### src/rtl/id_ex_stage.sv
// id_ex_stage: decode-to-execute pipeline register with MEM/WB bypass and load-use stall.
// Operands are resolved every cycle from the held fields and the live forwarding buses.
package id_ex_pkg;
    typedef enum logic [3:0] {
        ALU_ADD, ALU_SUB, ALU_AND, ALU_OR, ALU_XOR,
        ALU_SLL, ALU_SRL, ALU_SRA, ALU_SLT, ALU_SLTU
    } alu_t;
endpackage

module id_ex_stage
    import id_ex_pkg::*;
#(
    parameter int WIDTH = 32
) (
    input  logic             clk,
    input  logic             rst_n,
    input  logic             flush,
    input  logic             in_valid,
    output logic             in_ready,
    input  alu_t             in_alu_op,
    input  logic [4:0]       in_rs1_addr,
    input  logic [4:0]       in_rs2_addr,
    input  logic [4:0]       in_rd_addr,
    input  logic [WIDTH-1:0] in_rs1_val,
    input  logic [WIDTH-1:0] in_rs2_val,
    input  logic [WIDTH-1:0] in_imm,
    input  logic [WIDTH-1:0] in_pc,
    input  logic [1:0]       in_src_a_sel,
    input  logic [1:0]       in_src_b_sel,
    input  logic             in_reg_write,
    input  logic             fwd_mem_en,
    input  logic [4:0]       fwd_mem_rd,
    input  logic [WIDTH-1:0] fwd_mem_data,
    input  logic             fwd_mem_pending,
    input  logic             fwd_wb_en,
    input  logic [4:0]       fwd_wb_rd,
    input  logic [WIDTH-1:0] fwd_wb_data,
    output logic             out_valid,
    input  logic             out_ready,
    output alu_t             alu_op,
    output logic [WIDTH-1:0] alu_opA,
    output logic [WIDTH-1:0] alu_opB,
    output logic [WIDTH-1:0] rs2_data,
    output logic [4:0]       rd_addr,
    output logic             reg_write
);
    logic             valid_q;
    alu_t             op_q;
    logic [4:0]       rs1_addr_q, rs2_addr_q, rd_q;
    logic [WIDTH-1:0] rs1_val_q, rs2_val_q, imm_q, pc_q;
    logic [1:0]       a_sel_q, b_sel_q;
    logic             rw_q;
    logic             mem1, mem2, wb1, wb2, hazard, load;
    logic [WIDTH-1:0] rs1_fwd, rs2_fwd;

    always_comb begin
        mem1 = fwd_mem_en && fwd_mem_rd == rs1_addr_q && rs1_addr_q != 5'd0;
        mem2 = fwd_mem_en && fwd_mem_rd == rs2_addr_q && rs2_addr_q != 5'd0;
        wb1 = fwd_wb_en && fwd_wb_rd == rs1_addr_q && rs1_addr_q != 5'd0;
        wb2 = fwd_wb_en && fwd_wb_rd == rs2_addr_q && rs2_addr_q != 5'd0;
        rs1_fwd = mem1 ? fwd_mem_data : wb1 ? fwd_wb_data : rs1_val_q;
        rs2_fwd = mem2 ? fwd_mem_data : wb2 ? fwd_wb_data : rs2_val_q;
        // rs2 always counts as used because it feeds the store data path
        hazard = valid_q && fwd_mem_pending && ((mem1 && a_sel_q == 2'b00) || mem2);
        out_valid = valid_q && !hazard;
        in_ready = !valid_q || (out_ready && out_valid);
        load = in_valid && in_ready && !flush;
        alu_opA = a_sel_q == 2'b00 ? rs1_fwd : a_sel_q == 2'b01 ? pc_q : '0;
        alu_opB = b_sel_q == 2'b00 ? rs2_fwd : b_sel_q == 2'b01 ? imm_q :
                  b_sel_q == 2'b10 ? WIDTH'(4) : '0;
    end

    assign alu_op    = op_q;
    assign rs2_data  = rs2_fwd;
    assign rd_addr   = rd_q;
    assign reg_write = rw_q && out_valid;

    always_ff @(posedge clk or negedge rst_n) begin
        if (!rst_n) begin
            valid_q    <= 1'b0;
            op_q       <= ALU_ADD;
            rs1_addr_q <= '0;
            rs2_addr_q <= '0;
            rd_q       <= '0;
            rs1_val_q  <= '0;
            rs2_val_q  <= '0;
            imm_q      <= '0;
            pc_q       <= '0;
            a_sel_q    <= '0;
            b_sel_q    <= '0;
            rw_q       <= 1'b0;
        end else begin
            if (flush)
                valid_q <= 1'b0;
            else if (load)
                valid_q <= 1'b1;
            else if (out_valid && out_ready)
                valid_q <= 1'b0;
            if (load) begin
                op_q       <= in_alu_op;
                rs1_addr_q <= in_rs1_addr;
                rs2_addr_q <= in_rs2_addr;
                rd_q       <= in_rd_addr;
                rs1_val_q  <= in_rs1_val;
                rs2_val_q  <= in_rs2_val;
                imm_q      <= in_imm;
                pc_q       <= in_pc;
                a_sel_q    <= in_src_a_sel;
                b_sel_q    <= in_src_b_sel;
                rw_q       <= in_reg_write;
            end else if (valid_q) begin
                // absorb retiring WB results so the operand survives after WB moves on
                if (wb1 && !mem1)
                    rs1_val_q <= fwd_wb_data;
                if (wb2 && !mem2)
                    rs2_val_q <= fwd_wb_data;
            end
        end
    end
endmodule

### config.mk
export PLATFORM = sky130hd
export DESIGN_NAME = id_ex_stage
export DESIGN_NICKNAME = d
export VERILOG_FILES = /design/src/rtl/id_ex_stage.sv
export SDC_FILE = /design/constraint.sdc
export NUM_CORES = 1
export LEC_CHECK = 0
export ABC_AREA = 1
export CAP_MARGIN = 15
export CELL_PAD_IN_SITES_DETAIL_PLACEMENT = 0
export CELL_PAD_IN_SITES_GLOBAL_PLACEMENT = 1
export CORE_MARGIN = 2
export CORE_UTILIZATION = 34
export CTS_CLUSTER_DIAMETER = 60
export DETAILED_ROUTE_END_ITERATION = 12
export PLACE_DENSITY = 0.85
export SETUP_SLACK_MARGIN = 0.5
export SYNTH_ARGS = -nofsm -noshare
export SYNTH_HDL_FRONTEND = slang
export SYNTH_SLANG_ARGS = --single-unit
### constraint.sdc
create_clock -name clk -period 3.3 [get_ports clk]
set_input_delay 0.33 -clock clk [delete_from_list [all_inputs] [get_ports clk]]
set_output_delay 0.33 -clock clk [all_outputs]
set_load 0.01 [all_outputs]
* Yosys cells after proc, flatten, opt, wreduce, memory -nomap -nowiden
Cells that the tools add are included.
** Storage, ports and cells
- Bits in registers :: 153
- Output and inout bits :: 108
- Input port bits :: 234
- Word-level logic and storage cells :: 72
** Operators by class
- Reduce and logical (&&, ||, !) cells :: 35
- Eq/ne operators :: 7
- Mux-type cells :: 18
** Operators with widths (number)
- 32-bit two-way mux :: 14
- 5-bit == test :: 4
- 1-bit logical AND :: 18
- 5-bit nonzero test :: 2
- 2-bit nonzero test :: 3
- 1-bit logical NOT :: 5
- 2-bit by 1-bit == test with 1-bit output, second input constant :: 2
- 2-bit logical NOT :: 2
- 2-bit AND reduction :: 2
- 1-bit two-way mux :: 3
- 3-bit two-way mux :: 1
- 3-bit nonzero test :: 1
- 2-bit == test, second input constant :: 1
- 1-bit logical OR :: 2

* Depth between registers and ports, before layout
- Depth in word-level cells :: 14
- Gate-level depth with buffers :: 16

* Least setup slack after synthesis
Ideal clock, no wire load.
- Path type :: flip-flop to output port
- From :: register rs1_addr_q[2]
- To :: output port alu_opA[10]
- Cell stages (with the launch flop) :: 10
- Required time :: 2.970 ns
- Path slack :: 1.277 ns
- Arrival time :: 1.693 ns
- Path through :: dfrtp_1 > inv_1 > nand2_1 > nor2_1 > nor3_1 > nand2_1 > clkbuf_1 > clkbuf_1 > a21oi_1 > o21ai_0
** On the way
- Cells in the longest elaborated chain, start to end :: 6
- Elaborated cells between the ends (all ways) :: 10
- Classes of those cells :: eq/ne (2); mux (3); reduce/logical (5)
** RTL lines
- start: declaration :: RTL line 49 : logic [4:0] rs1_addr_q, rs2_addr_q, rd_q;
- start signal: assignment :: RTL line 101 : rs1_addr_q <= in_rs1_addr;
- 5-bit == test :: RTL line 59 : wb1 = fwd_wb_en && fwd_wb_rd == rs1_addr_q && rs1_addr_q != 5'd0;
- 1-bit logical AND (2 in series) :: RTL line 59
- 32-bit two-way mux :: RTL line 61 : rs1_fwd = mem1 ? fwd_mem_data : wb1 ? fwd_wb_data : rs1_val_q;
- 32-bit two-way mux * :: RTL line 61
- 32-bit two-way mux * :: RTL line 68 : alu_opA = a_sel_q == 2'b00 ? rs1_fwd : a_sel_q == 2'b01 ? pc_q : '0;
- end: declaration :: RTL line 41 : output logic [WIDTH-1:0] alu_opA,
Mark *: on every way between the ends. The rest lies on a longest branch, timed or not.

* Worst setup path after layout
- From :: register rs2_addr_q[3]
- To :: register rs2_addr_q[3]
** On the way
- Cells in the longest elaborated chain, start to end :: 11
- Elaborated cells between the ends (all ways) :: 12
- Classes of those cells :: eq/ne (1); reduce/logical (11)
** RTL lines
- start: declaration :: RTL line 49
- start signal: assignment :: RTL line 102 : rs2_addr_q <= in_rs2_addr;
- 5-bit == test :: RTL line 58 : mem2 = fwd_mem_en && fwd_mem_rd == rs2_addr_q && rs2_addr_q != 5'd0;
- 1-bit logical AND :: RTL line 58
- 1-bit logical AND * :: RTL line 58
- 1-bit logical OR * :: RTL line 64 : hazard = valid_q && fwd_mem_pending && ((mem1 && a_sel_q == 2'b00) || mem2);
- 1-bit logical AND * :: RTL line 64
- 1-bit logical NOT * :: RTL line 65 : out_valid = valid_q && !hazard;
- 1-bit logical AND * :: RTL line 65
- 1-bit logical AND * :: RTL line 66 : in_ready = !valid_q || (out_ready && out_valid);
- 1-bit logical OR * :: RTL line 66
- 1-bit logical AND * (2 in series) :: RTL line 67 : load = in_valid && in_ready && !flush;
Marked as above.
A chain may end at the register's enable or synchronous reset.

==> impl_metrics.env <==
export IMPL_outcome="completed"
export IMPL_netlist_top_cell_by_area="sky130_fd_sc_hd__dfrtp_1"
export IMPL_yosysUniqueCellTypes=25
export IMPL_die_area_um2=28900
export IMPL_final_hold_violation_count=0
export IMPL_numCtsBuffers=17
export IMPL_synth_area_per_cell_um2=6.88
export IMPL_power_switching_uw=2230
export IMPL_power_sequential_fraction_pct=35.2
export IMPL_drt_wirelength_per_cell_um=20.5
export IMPL_syn_to_final_growth_pct=53.5
export IMPL_port_buffers=341
export IMPL_power_switching_fraction_pct=33.6
export IMPL_worstPathArrival_ns=3.36
export IMPL_via_count=11069
export IMPL_worst_slew_pin_slew_ns=0.851
export IMPL_cts_reportedPaths_clkPinSlew_ns=0.07
export IMPL_grt_max_degree=76
export IMPL_antenna_found_initial=2
export IMPL_synth_yosys_seq_area_share_pct=40.8
export IMPL_path_class="reg -> reg"
export IMPL_synth_warning_count=0
export IMPL_global_route_overflow_total=0
export IMPL_max_clock_freq_mhz=333
export IMPL_finalNetCount=1934
export IMPL_hp_class="in -> reg"
export IMPL_net_count_synth=1597
export IMPL_cts_root_buffer_cell="sky130_fd_sc_hd__clkbuf_16"
export IMPL_worst_clock_skew_ns=0.0143
export IMPL_leakage_power_of_the_design_uw=0.00704
export IMPL_drv_slew=0
export IMPL_fin_crit_ns=3.01
export IMPL_timing_critical_path_to_type="flop"
export IMPL_grt_setup_unrepaired="true"
export IMPL_post_route_period_util_pct=91.1
export IMPL_drc_errors=0
export IMPL_fillCellCount=2681
export IMPL_cts_tree="built"
export IMPL_grt_use_total_pct=28.2
export IMPL_drt_iter0_markers=1012
export IMPL_setup_total_negative_slack_ns=0
export IMPL_detail_route_first_pass_iterations=5
export IMPL_synthCells=1363
export IMPL_critical_path_startpoint_type="flop"
export IMPL_clk_path_buf_depth=2
export IMPL_report_final_setup_viol=0
export IMPL_finalWeightedCongestion=0.872
export IMPL_cap_viol_max_count=0
export IMPL_power_density_nw_per_um2=461
export IMPL_placementRows=60
export IMPL_dominantRegCellSynth="sky130_fd_sc_hd__dfrtp_1"
export IMPL_worst_slack_ns=0.294
export IMPL_yosys_area_top_type_share_pct=40.8
export IMPL_first_global_vias=10731
export IMPL_yosys_cell_count_top_type="sky130_fd_sc_hd__nand3_1"
export IMPL_ys_ff_latch=153
export IMPL_p_comb_share_pct=32.4
export IMPL_multiInputGateArea_um2=4920
export IMPL_slew_headroom_pct=43.3
export IMPL_worst_skew_pair_late_latency_ns=0.43
export IMPL_post_synth_instance_area_um2=9380
export IMPL_routed_wirelength_mm=42.1
export IMPL_p_clk_share_pct=32.3
export IMPL_most_used_standard_cells_in_the_synthesized_netlist="sky130_fd_sc_hd__nand3_1 (405), sky130_fd_sc_hd__nand2_1 (375), sky130_fd_sc_hd__dfrtp_1 (153), sky130_fd_sc_hd__inv_1 (88)"
export IMPL_synth_area_leaders="sky130_fd_sc_hd__dfrtp_1 (41%), sky130_fd_sc_hd__nand3_1 (22%), sky130_fd_sc_hd__nand2_1 (15%)"
export IMPL_timing_critical_path_required_ns=3.65
export IMPL_htreeDepth=4
export IMPL_place_detailed_hpwl_mm=27.3
export IMPL_grt_pass1_wl_mm=62.3
export IMPL_clock_sinks=153
export IMPL_layout_drive_gt1_share_pct=15.3
export IMPL_placement_setup_worst_slack_ns=0.208
export IMPL_internal_power_uw=4410
export IMPL_num_io_pins=342
export IMPL_core_area_um2=27000
export IMPL_crit_fanout=2
export IMPL_initial_util_pct=34.7
export IMPL_seqCellArea_um2=3830
export IMPL_die_height_um=170
export IMPL_drt_vias_per_instance=5.38
export IMPL_power_ir_vdd_worst_mv=0.352
export IMPL_asyncSetResetFlopFracSynth_pct=100
export IMPL_synth_edff_count=0
export IMPL_floorplan_die_width_um=170
export IMPL_detail_route_antenna_nets=0
-- logic make-up after synthesis --
family | after synthesis | share of synthesized area, %
simple gates | 848 | 40.5
buf+inv | 207 | 9.35
flops | 153 | 40.8
compound gates | 151 | 8.95
xor+xnor | 4 | 0.373
-- cell usage in the layout (no fill, tap or decap), types with 3 or more instances in the layout --
cell type / n
sky130_fd_sc_hd__buf_4: 54
sky130_fd_sc_hd__inv_1: 84
sky130_fd_sc_hd__buf_16: 7
sky130_fd_sc_hd__nand2_2: 13
sky130_fd_sc_hd__nand2_1: 361
sky130_fd_sc_hd__inv_2: 11
sky130_fd_sc_hd__and2_4: 27
sky130_fd_sc_hd__o211ai_1: 32
sky130_fd_sc_hd__nand3_1: 401
sky130_fd_sc_hd__inv_8: 4
sky130_fd_sc_hd__buf_2: 32
sky130_fd_sc_hd__inv_6: 4
sky130_fd_sc_hd__clkbuf_2: 20
sky130_fd_sc_hd__o21ai_1: 10
sky130_fd_sc_hd__buf_12: 15
sky130_fd_sc_hd__and2_1: 5
sky130_fd_sc_hd__clkdlybuf4s50_1: 243
sky130_fd_sc_hd__xor2_1: 3
sky130_fd_sc_hd__nor2_1: 21
sky130_fd_sc_hd__dlygate4sd2_1: 32
sky130_fd_sc_hd__clkbuf_16: 21
sky130_fd_sc_hd__dfrtp_1: 151
sky130_fd_sc_hd__o21ai_0: 60
sky130_fd_sc_hd__nand3_2: 4
sky130_fd_sc_hd__bufinv_16: 3
sky130_fd_sc_hd__buf_6: 20
sky130_fd_sc_hd__a21oi_2: 4
sky130_fd_sc_hd__a21oi_1: 44
sky130_fd_sc_hd__nor2_4: 7
-- worst max-delay path, stage by stage (launching register included) --
cell,delay [ns]
sky130_fd_sc_hd__dfrtp_2,0.38
sky130_fd_sc_hd__inv_2,0.05
sky130_fd_sc_hd__buf_4,0.12
sky130_fd_sc_hd__buf_4,0.12
sky130_fd_sc_hd__buf_4,0.12
sky130_fd_sc_hd__buf_4,0.12
sky130_fd_sc_hd__buf_4,0.12
sky130_fd_sc_hd__buf_4,0.12
sky130_fd_sc_hd__buf_4,0.12
sky130_fd_sc_hd__buf_4,0.13
sky130_fd_sc_hd__buf_6,0.11
sky130_fd_sc_hd__buf_4,0.12
sky130_fd_sc_hd__buf_4,0.12
sky130_fd_sc_hd__buf_4,0.12
sky130_fd_sc_hd__buf_4,0.12
sky130_fd_sc_hd__buf_4,0.12
sky130_fd_sc_hd__buf_4,0.12
sky130_fd_sc_hd__buf_4,0.12
sky130_fd_sc_hd__buf_4,0.12
sky130_fd_sc_hd__buf_4,0.12
sky130_fd_sc_hd__buf_4,0.12
sky130_fd_sc_hd__buf_6,0.11
sky130_fd_sc_hd__a21oi_2,0.12
-- cell type report --
| type | count | share of cell area [%] |
|---|---|---|
| inverter | 95 | 2.48 |
| clock buffer | 17 | 2.95 |
| multi-input combinational | 1003 | 34.2 |
| antenna | 2 | 0.0347 |
| clock inverter | 15 | 1.44 |
| timing repair buffer | 430 | 29.4 |
| tap | 341 | 2.96 |
| sequential | 153 | 26.6 |
-- routing by layer --
metal | track usage (%) | vias up | wire (um) | part of all wire, %
met3 | 5.30 | 66 | 3230 | 7.7
met5 | 0 | - | 0 | 0
met4 | 8.77 | 0 | 1070 | 2.5
met2 | 46.6 | 510 | 19900 | 47
li1 | - | 5194 | - | -
met1 | 37.4 | 5299 | 17900 | 42
-- per-stage QoR --
stage,utilization (%),cells,hold WS (ns),power (uW),cell area [um2]
after floorplan,-,1363,0.0344,3280,9380
after global placement,48.7,1969,0.413,4410,13200
after detailed placement,48.7,1969,0.418,4440,13200
after CTS,52.7,2039,0.441,6610,14200
after global routing,53.3,2055,0.453,6990,14400
final,53.3,2056,0.458,6640,14400
-- sequential cells by signal, indices dropped and copies added, names as in the netlist --
register,count
rs2_val_q,32
rd_addr,5
a_sel_q,2
b_sel_q,2
rs1_addr_q,5
rs1_val_q,32
rs2_addr_q,5
rw_q,1
pc_q,32
valid_q,1
alu_op,4
imm_q,32
-- power by group through the flow --
stage / Clock, uW / Combinational, uW / Sequential [uW]
floorplan: 0 / 957 / 2320
global placement: 0 / 2060 / 2360
detailed placement: 0 / 2070 / 2360
CTS: 2190 / 2090 / 2330
global route: 2280 / 2340 / 2370
finish: 2150 / 2150 / 2340
-- timing repair --
| action | CTS | global route |
|---|---|---|
| hold buffers | 1 | 0 |
| endpoints found under the hold margin | 73 | 0 |
| resized for setup | 244 | 134 |
| pin swaps | 21 | 50 |
| gates cloned | 6 | 4 |
| endpoints found under the setup margin | 100 | 131 |
| setup buffers | 31 | 11 |
-- worst paths after layout --
| path | from | to | slack, ns | cells after the start |
|---|---|---|---|---|
| setup / recovery | rs2_addr_q[3] | rs2_addr_q[3] | 0.29 | 22 |
| hold / removal | in_rd_addr[3] | rd_addr[3] | 0.46 | 3 |
| setup reg to reg | rs2_addr_q[3] | rs2_addr_q[3] | 0.29 | 22 |
| hold reg to reg | imm_q[4] | imm_q[4] | 0.47 | 2 |
| max in group asynchronous | rst_n | imm_q[0] | 1.92 | 3 |
| min in group asynchronous | rst_n | rd_addr[4] | 0.48 | 2 |
(Power assumes the default switching activity.)
